`config.mk`:
```
export PLATFORM = sky130hd
export DESIGN_NAME = pipeline_control_unit_flat
export DESIGN_NICKNAME = d
export VERILOG_FILES = /design/src/rtl/pipeline_control_unit_pkg.sv /design/src/rtl/pipeline_control_unit_if.sv /design/src/rtl/pipeline_control_unit_hazard.sv /design/src/rtl/pipeline_control_unit.sv /design/src/flat_wrapper.sv
export SDC_FILE = /design/constraint.sdc
export NUM_CORES = 1
export LEC_CHECK = 0
export CAP_MARGIN = 10
export CORE_MARGIN = 2
export CORE_UTILIZATION = 47
export CTS_CLUSTER_DIAMETER = 30
export DETAILED_ROUTE_END_ITERATION = 16
export DONT_BUFFER_PORTS = 1
export PLACE_DENSITY = 0.63
export SLEW_MARGIN = 40
export SYNTH_ARGS = -nofsm -noshare
export SYNTH_HDL_FRONTEND = slang
export SYNTH_SLANG_ARGS = --single-unit
```
`constraint.sdc`:
```
create_clock -name clock -period 2.32 [get_ports clock]
set_input_delay 0.348 -clock clock [delete_from_list [all_inputs] [get_ports clock]]
set_output_delay 0.348 -clock clock [all_outputs]
set_load 0.05 [all_outputs]
```
`src/rtl/pipeline_control_unit_pkg.sv`:
```
// Shared definitions for the pipeline control unit: FSM state encoding and
// the default write-back drain depth.
package pipeline_ctrl_pkg;

    typedef enum logic [2:0] {
        ST_IDLE      = 3'd0,
        ST_RUN       = 3'd1,
        ST_STEP_WAIT = 3'd2,
        ST_DRAIN     = 3'd3,
        ST_DONE      = 3'd4
    } ctrl_state_t;

    localparam int N_DRAIN_DEF = 3;

endpackage

```
`src/rtl/pipeline_control_unit_if.sv`:
```
// Datapath-facing bundle of the control unit: hazard inputs from ID/ID-EX and
// the stage enable/bubble/flush outputs back to the pipeline registers.
interface pipeline_ctrl_if #(
    parameter int NB_REG = 5
);
    logic [NB_REG-1:0] id_rs_i;
    logic [NB_REG-1:0] id_rt_i;
    logic [NB_REG-1:0] ex_rt_i;
    logic              ex_mem_read_i;
    logic              branch_taken_i;
    logic              halt_ex_i;

    logic              pc_en_o;
    logic              ifid_en_o;
    logic              pipe_en_o;
    logic              idex_bubble_o;
    logic              ifid_flush_o;

    modport master (
        input  id_rs_i, id_rt_i, ex_rt_i, ex_mem_read_i, branch_taken_i, halt_ex_i,
        output pc_en_o, ifid_en_o, pipe_en_o, idex_bubble_o, ifid_flush_o
    );

    modport slave (
        output id_rs_i, id_rt_i, ex_rt_i, ex_mem_read_i, branch_taken_i, halt_ex_i,
        input  pc_en_o, ifid_en_o, pipe_en_o, idex_bubble_o, ifid_flush_o
    );
endinterface

```
`src/rtl/pipeline_control_unit_hazard.sv`:
```
// Load-use detector: a load sitting in ID/EX whose destination is read by the
// instruction in ID. Register 0 never creates a dependency.
module hazard_detection_unit #(
    parameter int NB_REG = 5
) (
    input  logic              i_ex_mem_read,
    input  logic [NB_REG-1:0] i_ex_rt,
    input  logic [NB_REG-1:0] i_id_rs,
    input  logic [NB_REG-1:0] i_id_rt,
    output logic              o_load_use
);
    assign o_load_use = i_ex_mem_read && (i_ex_rt != '0) &&
                        ((i_ex_rt == i_id_rs) || (i_ex_rt == i_id_rt));
endmodule

```
`src/rtl/pipeline_control_unit.sv`:
```
// Central sequencer for the five-stage pipeline: run/step FSM, hazard-driven
// stall/bubble/flush generation, halt drain and an enabled-cycle counter.
module pipeline_control_unit
    import pipeline_ctrl_pkg::*;
#(
    parameter int NB_REG   = 5,
    parameter int N_DRAIN  = N_DRAIN_DEF,
    parameter int NB_CYCLE = 32
) (
    input  logic                clock,
    input  logic                reset_i,
    input  logic                start_i,
    input  logic                step_mode_i,
    input  logic                step_i,
    pipeline_ctrl_if.master     bus,
    output logic                running_o,
    output logic                done_o,
    output logic [NB_CYCLE-1:0] cycle_count_o
);
    localparam int NB_DRAIN = (N_DRAIN > 1) ? $clog2(N_DRAIN) : 1;

    ctrl_state_t         r_state;
    ctrl_state_t         w_next_state;
    logic [NB_DRAIN-1:0] r_drain_cnt;
    logic [NB_CYCLE-1:0] r_cycle_cnt;

    logic w_load_use;
    logic w_active;
    logic w_stall;
    logic w_drain_load;
    logic w_pc_en;
    logic w_ifid_en;
    logic w_pipe_en;
    logic w_bubble;
    logic w_flush;

    hazard_detection_unit #(
        .NB_REG (NB_REG)
    ) u_hazard (
        .i_ex_mem_read (bus.ex_mem_read_i),
        .i_ex_rt       (bus.ex_rt_i),
        .i_id_rs       (bus.id_rs_i),
        .i_id_rt       (bus.id_rt_i),
        .o_load_use    (w_load_use)
    );

    assign w_active = (r_state == ST_RUN) || ((r_state == ST_STEP_WAIT) && step_i);
    // Halt outranks load-use, which outranks a taken branch.
    assign w_stall  = w_load_use || bus.halt_ex_i;

    always_comb begin
        w_next_state = r_state;
        w_drain_load = 1'b0;
        w_pc_en      = 1'b0;
        w_ifid_en    = 1'b0;
        w_pipe_en    = 1'b0;
        w_bubble     = 1'b0;
        w_flush      = 1'b0;
        case (r_state)
            ST_IDLE: begin
                if (start_i) begin
                    w_next_state = step_mode_i ? ST_STEP_WAIT : ST_RUN;
                end
            end
            ST_RUN, ST_STEP_WAIT: begin
                if (w_active) begin
                    w_pipe_en = 1'b1;
                    w_pc_en   = !w_stall;
                    w_ifid_en = !w_stall;
                    w_bubble  = w_stall;
                    w_flush   = bus.branch_taken_i && !w_stall;
                    if (bus.halt_ex_i) begin
                        w_next_state = ST_DRAIN;
                        w_drain_load = 1'b1;
                    end
                end
            end
            ST_DRAIN: begin
                w_pipe_en = 1'b1;
                w_bubble  = 1'b1;
                if (r_drain_cnt == '0) begin
                    w_next_state = ST_DONE;
                end
            end
            ST_DONE: begin
                w_next_state = ST_DONE;
            end
            default: begin
                w_next_state = ST_IDLE;
            end
        endcase
    end

    always_ff @(posedge clock) begin
        if (!reset_i) begin
            r_state     <= ST_IDLE;
            r_drain_cnt <= '0;
            r_cycle_cnt <= '0;
        end else begin
            r_state <= w_next_state;
            // Counter holds N_DRAIN-1 on entry so DRAIN spans exactly N_DRAIN cycles.
            if (w_drain_load) begin
                r_drain_cnt <= NB_DRAIN'(N_DRAIN - 1);
            end else if ((r_state == ST_DRAIN) && (r_drain_cnt != '0)) begin
                r_drain_cnt <= r_drain_cnt - 1'b1;
            end
            if (w_pipe_en && (r_cycle_cnt != '1)) begin
                r_cycle_cnt <= r_cycle_cnt + 1'b1;
            end
        end
    end

    assign bus.pc_en_o       = w_pc_en;
    assign bus.ifid_en_o     = w_ifid_en;
    assign bus.pipe_en_o     = w_pipe_en;
    assign bus.idex_bubble_o = w_bubble;
    assign bus.ifid_flush_o  = w_flush;

    assign running_o     = (r_state == ST_RUN) || (r_state == ST_STEP_WAIT) ||
                           (r_state == ST_DRAIN);
    assign done_o        = (r_state == ST_DONE);
    assign cycle_count_o = r_cycle_cnt;

endmodule

```
`src/flat_wrapper.sv`:
```
// flat-port wrapper written by rule: the top's interface ports become plain ports
module pipeline_control_unit_flat import pipeline_ctrl_pkg::*;
#(
    parameter int NB_REG   = 5,
    parameter int N_DRAIN  = N_DRAIN_DEF,
    parameter int NB_CYCLE = 32
)
  (clock, reset_i, start_i, step_mode_i, step_i, running_o, done_o, cycle_count_o, bus_id_rs_i, bus_id_rt_i, bus_ex_rt_i, bus_ex_mem_read_i, bus_branch_taken_i, bus_halt_ex_i, bus_pc_en_o, bus_ifid_en_o, bus_pipe_en_o, bus_idex_bubble_o, bus_ifid_flush_o);
  pipeline_ctrl_if #(.NB_REG(NB_REG)) bus_i ();
  input  logic clock;
  input  logic reset_i;
  input  logic start_i;
  input  logic step_mode_i;
  input  logic step_i;
  output logic running_o;
  output logic done_o;
  output logic [NB_CYCLE-1:0] cycle_count_o;
  input wire logic [$bits(bus_i.id_rs_i)-1:0] bus_id_rs_i;
  input wire logic [$bits(bus_i.id_rt_i)-1:0] bus_id_rt_i;
  input wire logic [$bits(bus_i.ex_rt_i)-1:0] bus_ex_rt_i;
  input wire logic [$bits(bus_i.ex_mem_read_i)-1:0] bus_ex_mem_read_i;
  input wire logic [$bits(bus_i.branch_taken_i)-1:0] bus_branch_taken_i;
  input wire logic [$bits(bus_i.halt_ex_i)-1:0] bus_halt_ex_i;
  output wire logic [$bits(bus_i.pc_en_o)-1:0] bus_pc_en_o;
  output wire logic [$bits(bus_i.ifid_en_o)-1:0] bus_ifid_en_o;
  output wire logic [$bits(bus_i.pipe_en_o)-1:0] bus_pipe_en_o;
  output wire logic [$bits(bus_i.idex_bubble_o)-1:0] bus_idex_bubble_o;
  output wire logic [$bits(bus_i.ifid_flush_o)-1:0] bus_ifid_flush_o;
  assign bus_i.id_rs_i = bus_id_rs_i;
  assign bus_i.id_rt_i = bus_id_rt_i;
  assign bus_i.ex_rt_i = bus_ex_rt_i;
  assign bus_i.ex_mem_read_i = bus_ex_mem_read_i;
  assign bus_i.branch_taken_i = bus_branch_taken_i;
  assign bus_i.halt_ex_i = bus_halt_ex_i;
  assign bus_pc_en_o = bus_i.pc_en_o;
  assign bus_ifid_en_o = bus_i.ifid_en_o;
  assign bus_pipe_en_o = bus_i.pipe_en_o;
  assign bus_idex_bubble_o = bus_i.idex_bubble_o;
  assign bus_ifid_flush_o = bus_i.ifid_flush_o;
  pipeline_control_unit #(.NB_REG(NB_REG), .N_DRAIN(N_DRAIN), .NB_CYCLE(NB_CYCLE)) u_core (.clock(clock), .reset_i(reset_i), .start_i(start_i), .step_mode_i(step_mode_i), .step_i(step_i), .bus(bus_i), .running_o(running_o), .done_o(done_o), .cycle_count_o(cycle_count_o));
endmodule
```
==> results of run 1 <==
==> cells in the mapped netlist (5+ instances only) <==
| master | count |
|---|---|
| inv_1 | 9 |
| and2_1 | 7 |
| and3_1 | 5 |
| or3_1 | 13 |
| clkbuf_1 | 6 |
| o21ai_1 | 5 |
| xnor2_1 | 12 |
| nor2_1 | 10 |
| dfxtp_1 | 37 |
| o21ai_0 | 13 |
| a21oi_1 | 31 |
| and4_1 | 6 |
| o31ai_1 | 11 |
| or4_1 | 13 |
| nand4_1 | 5 |
| nand2_1 | 27 |
| nand3_1 | 18 |
==> per-stage QoR <==
stage | hold slack (ns) | area (µm²) | instances
final | 0.168 | 2580 | 360
after global routing | 0.157 | 2580 | 360
after CTS | 0.158 | 2580 | 360
after detailed placement | 0.473 | 2490 | 352
after global placement | 0.469 | 2490 | 352
after floorplan | 0.499 | 2170 | 269
==> power breakdown <==
part	switching, mW	internal, mW	leakage [nW]
sequential	0.0153	0.654	0.299
combinational	0.253	0.129	0.577
clock	0.233	0.208	0.0450
==> final cells by class <==
class	count	area [µm²]
repair buffers	43	335
inverters	9	33.8
multi-input cells	211	1320
clock inverters	2	10.0
well taps	52	65.1
clock buffers	6	72.6
fillers	418	1840
flip-flops and latches	37	741
==> placed cells by master, fill, tap and decap left out, types with 2 or more instances in the layout <==
master / n
o21ai_0: 13
o31a_1: 3
dfxtp_1: 37
buf_4: 42
or4_1: 13
inv_1: 9
nand4_1: 5
nand3_1: 18
nand2b_1: 2
o31ai_1: 11
xnor2_1: 12
nor2_1: 10
and4_1: 6
o211ai_1: 4
clkbuf_8: 5
clkinv_2: 2
nor3_1: 2
and2_1: 7
or3_1: 13
nor4_1: 2
a21oi_1: 31
o21a_1: 2
o21ai_1: 5
nand2_1: 27
mux2i_1: 4
ha_1: 2
and3_1: 5
==> critical path, stage by stage, from the launching register on <==
cell,delay (ns)
dfxtp_1,0.41
nand4_1,0.20
nor4_4,0.46
nand4_1,0.29
or4_1,0.46
a21oi_1,0.14
==> flip-flops by register name, indices dropped and copies added (netlist names) <==
name                  flops
u_core.r_state            3
u_core.r_drain_cnt        2
u_core.cycle_count_o     32
==> cells by family (layout without fill, tap and decap cells) <==
family,after synthesis,in the layout
DFF,37,37
buffers and inverters,21,60
and+or+nand+nor,119,119
muxes,4,4
adders and majority gates,2,2
AOI/OAI and AO/OA,73,73
xor gates and xnor gates,13,13
==> layer usage <==
metal	up-vias	track usage	wire length [µm]
li1	1076	-	-
met1	952	0.259	2330
met2	41	0.363	2440
met3	5	0.0708	341
met4	0	0.0650	44
met5	-	0	0
==> how the worst max path moves through the flow <==
stage / from / end / cells after the start
finish: u_core.cycle_count_o[9] / u_core.cycle_count_o[25] / 5
global placement: u_core.cycle_count_o[7] / u_core.cycle_count_o[30] / 6
CTS: u_core.cycle_count_o[9] / u_core.cycle_count_o[25] / 5
detailed placement: u_core.cycle_count_o[9] / u_core.cycle_count_o[25] / 5
global route: u_core.cycle_count_o[7] / u_core.cycle_count_o[4] / 7
floorplan: bus_ex_rt_i[0] / bus_pc_en_o / 5
==> impl_results.html, run 1 <==
<table>
<tr><th>Metric</th><th>Value</th></tr>
<tr><th colspan="2">Place</th></tr>
<tr><td>I/O Buffers</td><td>0</td></tr>
<tr><td>Post-Place Setup Slack</td><td>about 0.31 ns</td></tr>
<tr><td>Gp weighted congestion</td><td>approximately 0.80</td></tr>
<tr><td>Post-detail-place hpwl</td><td>roughly 3.9 mm</td></tr>
<tr><th colspan="2">Yosys</th></tr>
<tr><td>XOR/XNOR Fraction of Synth Area</td><td>0.0524</td></tr>
<tr><td>Post-synthesis compound-gate area fraction</td><td>0.207</td></tr>
<tr><td>Top post-synthesis cells by area</td><td>dfxtp_1 34%, a21oi_1 7.1%, xnor2_1 4.8%</td></tr>
<tr><td>Dominant combinational cell family by area after synthesis</td><td>simple AND/OR/NAND/NOR gates</td></tr>
<tr><td>Cell variety after synth</td><td>41</td></tr>
<tr><td>Combined area of all synthesized cells</td><td>between 2000 and 2500 µm²</td></tr>
<tr><td>Mean instance size in the synthesized netlist</td><td>around 8 µm²</td></tr>
<tr><td>Top FF cell, synth</td><td>dfxtp_1</td></tr>
<tr><td>EDFF count, synth</td><td>0</td></tr>
<tr><td>Post-Synth Simple-Gate Area</td><td>0.318</td></tr>
<tr><td>Top-area cell type share of the netlist area</td><td>0.341</td></tr>
<tr><td>Synth Register Bits</td><td>37</td></tr>
<tr><td>Post-synth net total</td><td>294</td></tr>
<tr><td>Portion of netlist area occupied by mux cells</td><td>0.0184</td></tr>
<tr><td>Cell count after synthesis</td><td>approximately 270</td></tr>
<tr><td>Share of synthesized area occupied by flip-flops and latches</td><td>0.341</td></tr>
<tr><td>Cell type with the largest total area after synthesis</td><td>dfxtp_1</td></tr>
<tr><td>Yosys warns</td><td>0</td></tr>
<tr><td>Async set-or-reset flop fraction in the synthesized netlist</td><td>0</td></tr>
<tr><td>Adder and majority cell fraction of the synthesized area</td><td>0.0115</td></tr>
<tr><th colspan="2">Die</th></tr>
<tr><td>Width of the die</td><td>between 70 and 80 µm</td></tr>
<tr><td>Vert. Die Dim</td><td>around 72 µm</td></tr>
<tr><td>Count of pins on the block boundary</td><td>62</td></tr>
<tr><td>Starting density of the core</td><td>0.492</td></tr>
<tr><td>Overall die area</td><td>about 5200 µm²</td></tr>
<tr><td>Number of placement rows</td><td>24</td></tr>
<tr><td>Core outline area</td><td>between 4000 and 5000 µm²</td></tr>
<tr><th colspan="2">Route</th></tr>
<tr><td>Vias per inst</td><td>approximately 5.8</td></tr>
<tr><td>Final routed wirelength across all metal layers</td><td>5.16 mm</td></tr>
<tr><td>Post-DRT Antenna Nets</td><td>0</td></tr>
<tr><td>First-pass iteration count of the detailed router</td><td>4</td></tr>
<tr><td>Initial drt markers</td><td>70</td></tr>
<tr><td>Count of unresolved DRC violations after routing</td><td>0</td></tr>
<tr><td>Per-cell routed wire length</td><td>14.3 µm</td></tr>
<tr><td>Vias after detailed routing</td><td>~2.1k</td></tr>
<tr><th colspan="2">Critical path</th></tr>
<tr><td>Signal arrival time at the worst endpoint</td><td>between 2 and 2.5 ns</td></tr>
<tr><td>Crit Path Category</td><td>reg2reg</td></tr>
<tr><td>R2R setup slack</td><td>roughly 0.28 ns</td></tr>
<tr><td>Worst reg2reg path depth</td><td>5</td></tr>
<tr><td>Reg2reg start</td><td>u_core.cycle_count_o[9]</td></tr>
<tr><td>Kind of end point of the critical path</td><td>register</td></tr>
<tr><td>Crit Reg-Reg Endpoint</td><td>u_core.cycle_count_o[25]</td></tr>
<tr><td>Critical Path Source Type</td><td>register</td></tr>
<tr><td>Required time of the critical path</td><td>between 2 and 3 ns</td></tr>
<tr><td>Worst-path fanout max</td><td>7</td></tr>
<tr><th colspan="2">Global routing</th></tr>
<tr><td>Antenna violations before repair</td><td>0</td></tr>
<tr><td>Wire length of the first global-routing pass</td><td>just under 9 mm</td></tr>
<tr><td>Pin count of the biggest net entering global routing</td><td>21</td></tr>
<tr><td>Via count of the first global-routing pass</td><td>approximately 2.0k</td></tr>
<tr><td>Overall global routing resource usage</td><td>0.215</td></tr>
<tr><td>Overflow left after global routing</td><td>0</td></tr>
<tr><th colspan="2">Status</th></tr>
<tr><td>Outcome</td><td>finished, final reports clean</td></tr>
<tr><th colspan="2">Timing</th></tr>
<tr><td>Top achievable clock speed</td><td>490 MHz</td></tr>
<tr><td>Final number of setup-violating endpoints</td><td>0</td></tr>
<tr><td>Setup Skew</td><td>0.00847 ns</td></tr>
<tr><td>Final min period</td><td>2.04 ns</td></tr>
<tr><td>Total negative slack</td><td>0 ns</td></tr>
<tr><td>RSZ-0062 raised after global routing</td><td>no</td></tr>
<tr><td>Headroom to the max-slew limit</td><td>0.560</td></tr>
<tr><td>Final Hold Violating Endpoints</td><td>0</td></tr>
<tr><td>Min setup slack post-route</td><td>0.279 ns</td></tr>
<tr><td>Least-Margin Pin Slew</td><td>~0.66 ns</td></tr>
<tr><td>Final slew viol count</td><td>0</td></tr>
<tr><td>Period Utilization, post-route</td><td>0.880</td></tr>
<tr><th colspan="2">Layout</th></tr>
<tr><td>Relative area change from synthesis to final layout</td><td>18.6%</td></tr>
<tr><td>Final net count</td><td>between 300 and 400</td></tr>
<tr><td>Layout cell share with drive strength beyond 1</td><td>0.188</td></tr>
<tr><td>Total inserted antenna cells</td><td>0</td></tr>
<tr><td>Finished Core Util</td><td>0.584</td></tr>
<tr><th colspan="2">CTS</th></tr>
<tr><td>CTS Root Buffer Type</td><td>clkbuf_8</td></tr>
<tr><td>CTS tree</td><td>done</td></tr>
<tr><td>Quantity of gates resized following cts</td><td>0</td></tr>
<tr><td>Number of hold buffers added after CTS</td><td>0</td></tr>
<tr><td>Post-CTS repair timing setup buffer count</td><td>0</td></tr>
<tr><td>Worst-case clock buffer depth</td><td>2</td></tr>
<tr><td>Reg clk slew, reported paths</td><td>0.08 ns</td></tr>
<tr><td>Clock latency on the worst-skew pair</td><td>a little under 0.3 ns</td></tr>
<tr><td>Number of levels the H-tree was split into</td><td>2</td></tr>
<tr><td># clock sinks</td><td>37</td></tr>
<tr><td>TritonCTS buffer count</td><td>5</td></tr>
<tr><th colspan="2">Hold path</th></tr>
<tr><td>Beginning of the worst hold path</td><td>reset_i</td></tr>
<tr><td>Worst-case hold path end point</td><td>u_core.cycle_count_o[31]</td></tr>
<tr><td>Hold Path Cell Cnt</td><td>1</td></tr>
<tr><td>Path class of the lowest-slack min-delay path</td><td>in2reg</td></tr>
<tr><th colspan="2">Power and ir drop</th></tr>
<tr><td>Maximum resistive drop on vdd</td><td>roughly 300 µV</td></tr>
<tr><td>Power per standard cell area</td><td>around 580 nW/µm²</td></tr>
<tr><td>PnR Total Power</td><td>between 1 and 1.5 mW</td></tr>
<tr><td>Leakage power summed over all cells</td><td>a little over 0.9 nW</td></tr>
<tr><th colspan="2">Flow run</th></tr>
<tr><td># Max-Cap Violations</td><td>0</td></tr>
</table>
Note: power is estimated with default switching activity, not from simulation.
==> run 2: changes to the inputs <==
- ABC_CLOCK_PERIOD_IN_PS: default -> 2320
==> results of run 2 <==
The final DEF is identical to that of run 1; final timing and power are the same.
